===== config.mk =====
export PLATFORM = sky130hd
export DESIGN_NAME = wb_b3_burst_master
export DESIGN_NICKNAME = d
export VERILOG_FILES = /design/src/rtl/wb_b3_pkg.sv /design/src/rtl/wb_b3_burst_master.sv
export SDC_FILE = /design/constraint.sdc
export NUM_CORES = 1
export LEC_CHECK = 0
export CORE_MARGIN = 2
export CORE_UTILIZATION = 42
export DETAILED_ROUTE_END_ITERATION = 8
export GPL_ROUTABILITY_DRIVEN = 1
export PLACE_DENSITY = 0.82
export RECOVER_POWER = 100
export SYNTH_ARGS = -nofsm -noshare
export SYNTH_HDL_FRONTEND = slang
export SYNTH_SLANG_ARGS = --single-unit

===== constraint.sdc =====
create_clock -name wb_clk_i -period 3.3 [get_ports wb_clk_i]
set_clock_uncertainty 0.15 [all_clocks]
set_input_delay 0.66 -clock wb_clk_i [delete_from_list [all_inputs] [get_ports wb_clk_i]]
set_output_delay 0.66 -clock wb_clk_i [all_outputs]
set_load 0.005 [all_outputs]

===== src/rtl/wb_b3_pkg.sv =====
// rtl/wb_b3_pkg.sv - Wishbone B3 cycle-type encodings and burst master state enum
package wb_b3_pkg;

    localparam logic [2:0] CTI_CLASSIC = 3'b000;
    localparam logic [2:0] CTI_INCR    = 3'b010;
    localparam logic [2:0] CTI_EOB     = 3'b111;
    localparam logic [1:0] BTE_LINEAR  = 2'b00;

    typedef enum logic [1:0] {
        IDLE,
        BURST,
        GAP
    } state_t;

endpackage


===== src/rtl/wb_b3_burst_master.sv =====
// rtl/wb_b3_burst_master.sv - command/stream to Wishbone B3 linear incrementing burst master
module wb_b3_burst_master
    import wb_b3_pkg::*;
#(
    parameter int DW        = 32,
    parameter int AW        = 32,
    parameter int CNT_W     = 16,
    parameter int BURST_LEN = 16
) (
    input  logic              wb_clk_i,
    input  logic              wb_rst_i,
    input  logic              cmd_valid_i,
    output logic              cmd_ready_o,
    input  logic              cmd_we_i,
    input  logic [AW-1:0]     cmd_adr_i,
    input  logic [CNT_W-1:0]  cmd_len_i,
    input  logic [DW-1:0]     wr_data_i,
    input  logic              wr_valid_i,
    output logic              wr_ready_o,
    output logic [DW-1:0]     rd_data_o,
    output logic              rd_valid_o,
    input  logic              rd_ready_i,
    output logic              done_o,
    output logic              err_o,
    output logic [AW-1:0]     wb_adr_o,
    output logic [DW-1:0]     wb_dat_o,
    output logic [DW/8-1:0]   wb_sel_o,
    output logic              wb_we_o,
    output logic [1:0]        wb_bte_o,
    output logic [2:0]        wb_cti_o,
    output logic              wb_cyc_o,
    output logic              wb_stb_o,
    input  logic [DW-1:0]     wb_dat_i,
    input  logic              wb_ack_i,
    input  logic              wb_err_i,
    input  logic              wb_rty_i
);

    localparam int               BW          = $clog2(BURST_LEN + 1);
    localparam logic [CNT_W-1:0] BURST_LEN_C = CNT_W'(BURST_LEN);

    state_t           state_q, state_d;
    logic             cyc_q, cyc_d;
    logic             we_q, we_d;
    logic             done_q, done_d;
    logic             err_q, err_d;
    logic [AW-1:0]    adr_q, adr_d;
    logic [2:0]       cti_q, cti_d;
    logic [CNT_W-1:0] words_q, words_d;
    logic [BW-1:0]    beat_q, beat_d;

    logic stb;
    logic bus_fault;
    logic beat_ok;
    logic unused_adr_lsb;

    assign unused_adr_lsb = ^cmd_adr_i[1:0];

    function automatic logic [BW-1:0] burst_beats(input logic [CNT_W-1:0] n);
        return (n > BURST_LEN_C) ? BW'(BURST_LEN) : BW'(n);
    endfunction

    // A one-word burst is issued as a classic cycle rather than an incrementing burst.
    function automatic logic [2:0] first_cti(input logic [BW-1:0] nb);
        return (nb == BW'(1)) ? CTI_CLASSIC : CTI_INCR;
    endfunction

    assign stb       = cyc_q & (we_q ? wr_valid_i : rd_ready_i);
    assign bus_fault = cyc_q & (wb_err_i | wb_rty_i);
    assign beat_ok   = stb & wb_ack_i & ~bus_fault;

    always_ff @(posedge wb_clk_i) begin
        if (wb_rst_i) begin
            state_q <= IDLE;
            cyc_q   <= 1'b0;
            we_q    <= 1'b0;
            done_q  <= 1'b0;
            err_q   <= 1'b0;
            adr_q   <= '0;
            cti_q   <= CTI_CLASSIC;
            words_q <= '0;
            beat_q  <= '0;
        end else begin
            state_q <= state_d;
            cyc_q   <= cyc_d;
            we_q    <= we_d;
            done_q  <= done_d;
            err_q   <= err_d;
            adr_q   <= adr_d;
            cti_q   <= cti_d;
            words_q <= words_d;
            beat_q  <= beat_d;
        end
    end

    always_comb begin
        state_d = state_q;
        cyc_d   = cyc_q;
        we_d    = we_q;
        done_d  = 1'b0;
        err_d   = err_q;
        adr_d   = adr_q;
        cti_d   = cti_q;
        words_d = words_q;
        beat_d  = beat_q;
        case (state_q)
            IDLE: begin
                if (cmd_valid_i) begin
                    err_d   = 1'b0;
                    we_d    = cmd_we_i;
                    adr_d   = {cmd_adr_i[AW-1:2], 2'b00};
                    words_d = cmd_len_i;
                    if (cmd_len_i == '0) begin
                        done_d = 1'b1;
                    end else begin
                        beat_d  = burst_beats(cmd_len_i);
                        cti_d   = first_cti(burst_beats(cmd_len_i));
                        cyc_d   = 1'b1;
                        state_d = BURST;
                    end
                end
            end
            BURST: begin
                if (bus_fault) begin
                    cyc_d   = 1'b0;
                    err_d   = 1'b1;
                    done_d  = 1'b1;
                    cti_d   = CTI_CLASSIC;
                    state_d = IDLE;
                end else if (beat_ok) begin
                    adr_d   = adr_q + AW'(4);
                    words_d = words_q - CNT_W'(1);
                    beat_d  = beat_q - BW'(1);
                    if (words_q == CNT_W'(1)) begin
                        cyc_d   = 1'b0;
                        done_d  = 1'b1;
                        cti_d   = CTI_CLASSIC;
                        state_d = IDLE;
                    end else if (beat_q == BW'(1)) begin
                        cyc_d   = 1'b0;
                        state_d = GAP;
                    end else if (beat_q == BW'(2)) begin
                        // The upcoming beat is the last of this burst.
                        cti_d = CTI_EOB;
                    end
                end
            end
            GAP: begin
                beat_d  = burst_beats(words_q);
                cti_d   = first_cti(burst_beats(words_q));
                cyc_d   = 1'b1;
                state_d = BURST;
            end
            default: begin
                cyc_d   = 1'b0;
                state_d = IDLE;
            end
        endcase
    end

    assign cmd_ready_o = (state_q == IDLE);
    assign done_o      = done_q;
    assign err_o       = err_q;
    assign wb_adr_o    = adr_q;
    assign wb_dat_o    = wr_data_i;
    assign wb_sel_o    = '1;
    assign wb_we_o     = we_q;
    assign wb_bte_o    = BTE_LINEAR;
    assign wb_cti_o    = cti_q;
    assign wb_cyc_o    = cyc_q;
    assign wb_stb_o    = stb;
    assign wr_ready_o  = we_q & beat_ok;
    assign rd_valid_o  = ~we_q & beat_ok;
    assign rd_data_o   = wb_dat_i;

endmodule

==> flow_metrics.py, run 1 <==
metrics = {
    "outcome": {
        "status": "finished, final reports clean",
    },
    "yosys": {
        "post_synth.cell_area_avg_sq_um": 7.50,
        "synth_area_leaders": "dfxtp_1 (25%), buf_4 (12%), a21oi_1 (4.7%)",
        "ys_ff_latch": 59,
        "synth_common_cells": "buf_4 (73), dfxtp_1 (59), nand2_1 (54), a21oi_1 (45), nor2_1 (44)",
        "ys_seq_area_share_pct": 24.8,
        "async_flop_share_pct": 0,
        "synth_top_area_share_pct": 24.8,
        "syn_area_sq_mm": 0.00476,
        "synth_edf_count": 0,
        "synth_area_leader_cell": "dfxtp_1",
        "synth.most_common_cell": "buf_4",
        "ys_types": 67,
        "syn_inst": 635,
        "ys.flop_type": "dfxtp_1",
        "ys_warn_count": 0,
    },
    "critical_path": {
        "end_kind": "output pin",
        "path_max_fanout": 4,
        "setup.worst_path.start_class": "primary input",
        "crit_type": "in2out",
        "reg2reg_slack_ns": 0.43,
        "required_ns": 2.49,
        "cp_data_arrival_time_ns": 2.32,
    },
    "cells_and_area": {
        "nets": 791,
        "drive_gt1_share_pct": 8.13,
        "diodes": 0,
        "syn_to_final_growth_pct": 18.2,
        "fillers": 1077,
        "utilization_pct": 51.5,
    },
    "route": {
        "final_antenna_net_count": 0,
        "vias_per_cell": 6.21,
        "drtIter0Drc": 529,
        "wl_per_cell_um": 18.2,
        "totalWireLength_um": 14600,
        "post-route-drc-count": 0,
        "firstDrtPassIters": 5,
        "vias": 4993,
    },
    "sta": {
        "fin_tns_setup_ns": 0,
        "rsz0062_at_grt": "false",
        "relSlewSlack_pct": 48.7,
        "drv_slew": 0,
        "setup_ws_ns": 0.170,
        "hold_viol": 0,
        "max_freq_mhz": 319,
        "setup_viol": 0,
        "fin_crit_ns": 3.13,
        "fin_crit_sh_pct": 94.9,
        "tightest_slew_ns": 0.770,
    },
    "global_route": {
        "grt_max_degree": 55,
        "overflow": 0,
        "antenna_found_initial": 0,
        "grt_first_pass_wirelength_um": 23500,
        "grt_pass1_vias": 4602,
        "grt.total_usage_pct": 23.1,
    },
    "cts": {
        "postCtsSetupRepairBufs": 0,
        "cts_buffers": 9,
        "cts_tree": "done",
        "clkTransAtPathRegs_ns": 0.05,
        "clock-root-buffer": "clkbuf_16",
        "cts_hold_buf": 0,
        "cts_resized": 0,
        "clk_latency_ns": 0.34,
        "h-tree-depth": 3,
        "clock_sinks": 59,
        "clockBufferDepth": 2,
    },
    "place": {
        "port_buffers": 95,
        "gp_congestion": 0.881,
        "place_ws_ns": 0.193,
        "dp_hpwl_um": 10200,
    },
    "die": {
        "start_util_pct": 43.5,
        "die_h_um": 110,
        "rows": 38,
        "die_x_um": 110,
        "core-area_sq_mm": 0.0109,
        "num_io_pins": 234,
        "die-area_sq_mm": 0.0122,
    },
    "power_and_ir_drop": {
        "ir_drop_uv": 316,
        "p_leak_uw": 0.00207,
        "powerDensity_mw_per_mm2": 767,
    },
    "min_path": {
        "worstHoldPathType": "reg2reg",
    },
    "run": {
        "cap_violations": 0,
    },
}
## per-layer routing
metal	up-vias	wire [um]	track usage [%]
met1	2361	6260	29.9
met4	0	379	9.83
li1	2345	-	-
met5	-	0	0
met2	254	6840	37.9
met3	33	1130	3.95
## critical path, stage by stage
cell	delay (ns)
clkdlybuf4s50_1	0.42
nand4bb_1	0.36
nor2_1	0.23
and2_0	0.15
clkdlybuf4s50_1	0.50
## flip-flops by register name, summed over array words and instances, names as in the netlist
register,count
wb_cyc_o,1
words_q,16
state_q,2
done_o,1
wb_cti_o,2
wb_we_o,1
err_o,1
wb_adr_o,30
beat_q,5
## final timing paths
check / end / cells past startpoint / start
worst max-delay path: wr_ready_o / 5 / wb_rty_i
worst max register to register: words_q[5] / 8 / state_q[0]
worst min-delay path: wb_cti_o[1] / 2 / wb_cti_o[1]
worst min register to register: wb_cti_o[1] / 2 / wb_cti_o[1]
## power by group
group          internal (uW)  switching [uW]
Clock                    547             331
Sequential               937             345
Combinational            937            1220
Total                   2420            1900
## cells in the final DEF, fill, tap and decap left out, types with 24 or more instances in the layout
cell,netlist,layout
dfxtp_1,59,59
a31oi_1,24,24
clkdlybuf4s50_1,0,53
dlygate4sd3_1,0,41
a21oi_1,45,45
nand3_1,31,31
nor2_1,44,44
o21ai_0,26,27
nand2_1,54,54
## through the flow
step | power [uW] | area, sq um | std cells | hold slack [ns]
after CTS | 4360 | 5660 | 804 | 0.339
after global routing | 4600 | 5630 | 804 | 0.366
after detailed placement | 3470 | 5390 | 788 | 0.329
after floorplan | 2720 | 4780 | 641 | 0.308
final | 4320 | 5630 | 804 | 0.326
after global placement | 3390 | 5390 | 788 | 0.314
## area by class of cell
| type | count | area (sq um) | area share (%) |
|---|---|---|---|
| Timing Repair Buffer | 119 | 1100 | 19.5 |
| Multi-Input combinational cell | 454 | 2840 | 50.4 |
| Clock buffer | 14 | 264 | 4.69 |
| Clock inverter | 2 | 10.0 | 0.178 |
| Tap cell | 140 | 175 | 3.11 |
| Sequential cell | 59 | 1180 | 21.0 |
| Inverter | 16 | 60.1 | 1.07 |
## cells by family (layout without fill, tap and decap cells)
kind of cell               count (synthesis)  after routing  synth area share, %
adders and majority gates                 11             11                 2.89
xor gates and xnor gates                   5              5                0.920
other                                      2              8                0.158
DFF                                       59             59                 24.8
and+or+nand+nor                          246            246                 28.8
muxes                                     10             10                 2.26
AOI/OAI and AO/OA                        174            174                 24.2
buffers and inverters                    128            151                 16.0
(Power assumes the default switching activity.)
==> run 2, diff against run 1 <==
--- a/config.mk
+++ b/config.mk
@@ -6,10 +6,10 @@
 export NUM_CORES = 1
 export LEC_CHECK = 0
 export CORE_MARGIN = 2
-export CORE_UTILIZATION = 42
+export CORE_UTILIZATION = 30
 export DETAILED_ROUTE_END_ITERATION = 8
 export GPL_ROUTABILITY_DRIVEN = 1
-export PLACE_DENSITY = 0.82
+export PLACE_DENSITY = 0.62
 export RECOVER_POWER = 100
 export SYNTH_ARGS = -nofsm -noshare
 export SYNTH_HDL_FRONTEND = slang
==> constraint.sdc (replaced) <==
create_clock -name wb_clk_i -period 3.3 [get_ports wb_clk_i]
set_clock_uncertainty 0.15 [all_clocks]
set_input_delay 0.99 -clock wb_clk_i [delete_from_list [all_inputs] [get_ports wb_clk_i]]
set_output_delay 0.99 -clock wb_clk_i [all_outputs]
set_load 0.005 [all_outputs]
==> flow_metrics.py, run 2 (synthesis gave the netlist of run 1 again) <==
metrics = {
    "outcome": {
        "status": "finished, final reports clean",
    },
    "critical_path": {
        "setup.worst_path.start_class": "primary input",
        "worst-r2r-cell-count": 9,
        "required_ns": 2.16,
        "crit_type": "in2out",
        "slowest_delay_ns": 0.25,
        "rr_startpoint": "wb_we_o",
        "cp_data_arrival_time_ns": 2.06,
        "slowest_stage": "nand4bb_4",
        "crit_chain": "dlygate4sd2_1, nand4bb_4, nor2_4, buf_4, and2_1, dlygate4sd2_1",
        "path_max_fanout": 3,
        "end_kind": "output pin",
        "worstReg2RegEnd": "words_q[5]",
        "reg2reg_slack_ns": 0.43,
        "path_common_cell": "dlygate4sd2_1",
    },
    "global_route": {
        "grt_first_pass_wirelength_um": 23700,
        "antenna_found_initial": 0,
        "grt.total_usage_pct": 17.6,
        "grt_pass1_vias": 4425,
        "overflow": 0,
        "grt_max_degree": 42,
    },
    "power_and_ir_drop": {
        "powerDensity_mw_per_mm2": 754,
        "p_leak_uw": 0.00229,
        "ir_drop_uv": 333,
    },
    "die": {
        "core-area_sq_mm": 0.0157,
        "rows": 46,
        "die_x_um": 130,
        "start_util_pct": 30.3,
        "die-area_sq_mm": 0.0169,
        "num_io_pins": 234,
        "die_h_um": 130,
    },
    "route": {
        "post-route-drc-count": 0,
        "totalWireLength_um": 15300,
        "firstDrtPassIters": 5,
        "drtIter0Drc": 478,
        "final_antenna_net_count": 0,
        "vias_per_cell": 5.37,
        "wl_per_cell_um": 16.9,
        "vias": 4850,
    },
    "cells_and_area": {
        "register_area_sq_mm": 0.00118,
        "multi_input_area_sq_mm": 0.00289,
        "fillers": 1623,
        "finalNonFillerCells": 904,
        "diodes": 0,
        "drive_gt1_share_pct": 13.1,
        "nets": 816,
        "design_area_sq_mm": 0.00607,
        "largest_reg_flops": 30,
        "syn_to_final_growth_pct": 27.5,
        "final_common_cell": "dfxtp_1",
        "layout_common_cells": "dfxtp_1 (59), nand2_1 (53), clkdlybuf4s50_1 (47), a21oi_1 (45), nor2_1 (43)",
    },
    "cts": {
        "cts_hold_buf": 0,
        "cts_buffers": 9,
        "h-tree-depth": 3,
        "clock-root-buffer": "clkbuf_16",
        "clock_sinks": 59,
        "cts_tree": "done",
        "clk_latency_ns": 0.33,
        "clkTransAtPathRegs_ns": 0.04,
        "clockBufferDepth": 2,
    },
    "sta": {
        "setup_viol": 0,
        "relSlewSlack_pct": 39.7,
        "rsz0062_at_grt": "false",
        "max_freq_mhz": 313,
        "tightest_slew_ns": 0.904,
        "hold_viol": 0,
        "fin_crit_ns": 3.20,
        "fin_crit_sh_pct": 96.9,
        "drv_slew": 0,
        "setup_ws_ns": 0.102,
    },
    "min_path": {
        "min_to": "wb_cti_o[1]",
        "min_path_cells": 2,
        "hold_start": "wb_cti_o[1]",
        "worstHoldPathType": "reg2reg",
    },
    "place": {
        "dp_cells": 874,
        "gp_congestion": 0.840,
        "place_ws_ns": -0.262,
        "dp_hpwl_um": 11000,
        "port_buffers": 95,
        "place_area_sq_mm": 0.00558,
    },
    "run": {
        "cap_violations": 0,
    },
}
[run 2: changes by cell type in the layout (fill, tap and decap cells not counted), moves of 2 or more]
cell	delta
buf_4	+23
clkdlybuf4s50_1	-6
dlygate4sd2_1	+6
clkbuf_1	-5
buf_12	+3
clkbuf_16	+2
dlygate4sd3_1	-2
dlymetal6s2s_1	+2
[run 2: metal layers]
layer	GRT usage, %	vias to the layer above	share of wire [%]
li1	-	2389	-
met3	3.81	22	5.4
met1	24.1	2292	46
met2	28.2	147	47
met5	0	-	0
met4	4.87	0	1.8
[run 2: stage by stage]
stage / power [uW] / setup TNS (ns) / hold WS [ns] / util [%]
6_report: 4580 / 0 / 0.314 / 38.7
5_1_grt: 4910 / 0 / 0.349 / 38.7
4_1_cts: 4550 / -0.116 / 0.323 / 38.1
3_5_place_dp: 3560 / -0.567 / 0.314 / 35.5
3_3_place_gp: 3540 / -0.575 / 0.315 / 35.5
2_1_floorplan: 2720 / 0 / 0.308 / -
[run 2: worst max-delay path by stage]
stage                        startpoint           end  slack, ns  depth (start not counted)
after global routing         rd_ready_i    words_q[5]       0.02                         10
after CTS                    rd_ready_i  wb_adr_o[23]      -0.07                         17
after floorplan           cmd_len_i[10]     beat_q[0]       0.45                          5
final                          wb_err_i    wr_ready_o       0.10                          6
after detailed placement       wb_err_i    wr_ready_o      -0.26                          5
after global placement         wb_err_i    wr_ready_o      -0.26                          5
[run 2: layout make-up]
class	instances	area share, %
Clock buffer	13	4.29
Clock inverter	2	0.577
Inverter	16	0.989
Multi-Input combinational cell	454	47.6
Sequential cell	59	19.4
Tap cell	216	4.45
Timing Repair Buffer	144	22.7
[run 2: repair_timing]
item | CTS | global route
buffers inserted | 9 | 6
setup endpoints to repair | 3 | 20
pin swaps | 7 | 5
hold endpoints to repair | 0 | 0
cloned | 0 | 2
gates resized for setup | 14 | 4
[run 2: worst max-delay path: cells and delay by family]
family | cells | cell delay (ns)
and+or+nand+nor | 3 | 0.49
buffers and inverters | 3 | 0.58
[run 2: report_power, final]
part	internal, uW	switching (uW)	total [uW]
Clock	620	328	948
Sequential	937	358	1300
Combinational	1080	1260	2340
Total	2640	1940	4580
==> run 3, diff against run 2 <==
--- a/config.mk
+++ b/config.mk
@@ -8,8 +8,9 @@
 export CORE_MARGIN = 2
 export CORE_UTILIZATION = 30
 export DETAILED_ROUTE_END_ITERATION = 8
+export DONT_BUFFER_PORTS = 1
 export GPL_ROUTABILITY_DRIVEN = 1
-export PLACE_DENSITY = 0.62
+export PLACE_DENSITY = 0.43
 export RECOVER_POWER = 100
 export SYNTH_ARGS = -nofsm -noshare
 export SYNTH_HDL_FRONTEND = slang
==> flow_metrics.py, run 3 (synthesis gave the netlist of run 1 again) <==
metrics = {
    "cts": {
        "clkTransAtPathRegs_ns": 0.06,
        "clockBufferDepth": 2,
        "cts_tree": "done",
        "cts_buffers": 9,
        "clk_latency_ns": 0.34,
        "cts_hold_buf": 0,
        "clock-root-buffer": "clkbuf_16",
        "cts_resized": 0,
        "h-tree-depth": 3,
        "clock_sinks": 59,
        "postCtsSetupRepairBufs": 0,
    },
    "power_and_ir_drop": {
        "finalPower_uw": 4120,
        "clkPwrFrac_pct": 22.9,
        "switchingPower_uw": 1870,
        "comb_power_share_pct": 45.4,
        "powerDensity_mw_per_mm2": 859,
        "switching_share_pct": 45.3,
        "power.internal_uw": 2250,
        "seq_power_share_pct": 31.7,
        "ir_drop_uv": 257,
        "p_leak_uw": 0.00161,
    },
    "global_route": {
        "overflow": 0,
        "antenna_found_initial": 2,
        "grt_max_degree": 60,
        "grt_first_pass_wirelength_um": 24300,
        "grt_pass1_vias": 4379,
        "grt.total_usage_pct": 18.6,
    },
    "place": {
        "place_area_sq_mm": 0.00454,
        "dp_hpwl_um": 11200,
        "gp_congestion": 0.832,
        "port_buffers": 0,
    },
    "cells_and_area": {
        "final_common_cell": "dfxtp_1",
        "nets": 695,
        "syn_to_final_growth_pct": 0.683,
        "layout_common_cells": "dfxtp_1 (59), nand2_1 (54), a21oi_1 (45), nor2_1 (44), nand3_1 (31)",
        "design_area_sq_mm": 0.00479,
        "drive_gt1_share_pct": 8.80,
        "fillers": 1707,
        "largest_reg_flops": 30,
    },
    "route": {
        "post-route-drc-count": 0,
        "wl_per_cell_um": 19.7,
        "drtIter0Drc": 412,
        "vias": 4451,
        "firstDrtPassIters": 5,
        "final_antenna_net_count": 0,
        "vias_per_cell": 5.66,
        "totalWireLength_um": 15500,
    },
    "critical_path": {
        "crit_type": "reg2reg",
        "reg2reg_slack_ns": 0.41,
        "cp_data_arrival_time_ns": 3.01,
        "path_max_fanout": 28,
        "required_ns": 3.42,
        "path_common_cell": "inv_1",
        "crit_chain": "inv_1, ha_1, inv_1, clkbuf_2, o21ai_1, buf_12, or4_1, a31oi_1",
        "slowest_stage": "clkbuf_2",
        "worst-r2r-cell-count": 8,
        "slowest_delay_ns": 0.59,
        "setup.worst_path.start_class": "flop",
        "end_kind": "flop",
    },
    "outcome": {
        "status": "finished, final reports clean",
    },
    "min_path": {
        "min_path_cells": 2,
        "worstHoldPathType": "reg2reg",
    },
    "sta": {
        "rsz0062_at_grt": "false",
        "fin_tns_setup_ns": 0,
        "max_freq_mhz": 346,
        "relSlewSlack_pct": 43.6,
        "drv_slew": 0,
        "fin_crit_sh_pct": 87.7,
        "setup_viol": 0,
        "hold_viol": 0,
        "fin_crit_ns": 2.89,
        "tightest_slew_ns": 0.846,
    },
    "die": {
        "die_h_um": 130,
        "die-area_sq_mm": 0.0169,
        "start_util_pct": 30.3,
        "rows": 46,
        "num_io_pins": 234,
        "die_x_um": 130,
        "core-area_sq_mm": 0.0157,
    },
    "run": {
        "cap_violations": 0,
    },
}
==> run 3: cell types whose count changed in the layout (fill, tap and decap cells not counted), moves of 2 or more <==
| cell | previous run | this run |
|---|---|---|
| clkdlybuf4s50_1 | 47 | 0 |
| dlygate4sd3_1 | 39 | 0 |
| buf_4 | 40 | 12 |
| clkbuf_1 | 5 | 11 |
| dlygate4sd2_1 | 6 | 0 |
| buf_12 | 3 | 1 |
| clkbuf_16 | 11 | 9 |
| clkbuf_8 | 2 | 4 |
| diode_2 | 0 | 2 |
| dlymetal6s2s_1 | 2 | 0 |
==> run 3: path summary, 6_finish.rpt <==
kind / startpoint / to
worst max-delay path: state_q[1] / wb_adr_o[28]
worst min register to register: wb_cti_o[1] / wb_cti_o[1]
worst min-delay path: wb_cti_o[1] / wb_cti_o[1]
worst max register to register: state_q[1] / wb_adr_o[28]
==> run 3: through the flow <==
step / util [%] / setup WS (ns) / std cells / hold WS (ns)
after floorplan: - / 0.454 / 641 / 0.308
after global placement: 28.9 / 0.290 / 768 / 0.335
after detailed placement: 28.9 / 0.278 / 768 / 0.330
after CTS: 30.8 / 0.488 / 784 / 0.348
after global routing: 30.5 / 0.240 / 786 / 0.371
final: 30.5 / 0.406 / 786 / 0.341
==> run 3: cell type report <==
class / count / area [sq um] / share of cell area [%]
Antenna cell: 2 / 5.00 / 0.104
Clock buffer: 15 / 288 / 6.00
Clock inverter: 1 / 5.00 / 0.104
Inverter: 16 / 60.1 / 1.25
Multi-Input combinational cell: 454 / 2840 / 59.2
Sequential cell: 59 / 1180 / 24.6
Tap cell: 216 / 270 / 5.64
Timing Repair Buffer: 23 / 149 / 3.11
==> run 3: worst max-delay path: cells and delay by family, from the launching register on <==
| kind | cells | cell delay (ns) |
|---|---|---|
| and+or+nand+nor | 1 | 0.49 |
| AOI/OAI and AO/OA | 2 | 0.48 |
| buffers and inverters | 4 | 1.03 |
| DFF | 1 | 0.36 |
| adders and majority gates | 1 | 0.30 |
==> run 3: power by group through the flow <==
stage | sequential, uW | clock (uW) | combinational [uW]
final | 1310 | 942 | 1870
after global routing | 1360 | 997 | 2120
after CTS | 1300 | 965 | 1930
after detailed placement | 1320 | 0 | 1920
after global placement | 1310 | 0 | 1900
after floorplan | 1180 | 0 | 1540
==> run 3: routing by layer <==
layer	GRT usage [%]	up-vias	part of all wire [%]
met1	21.6	2108	42
met4	9.55	0	3.2
met5	0	-	0
li1	-	2149	-
met2	30.5	159	47
met3	6.11	35	7.9
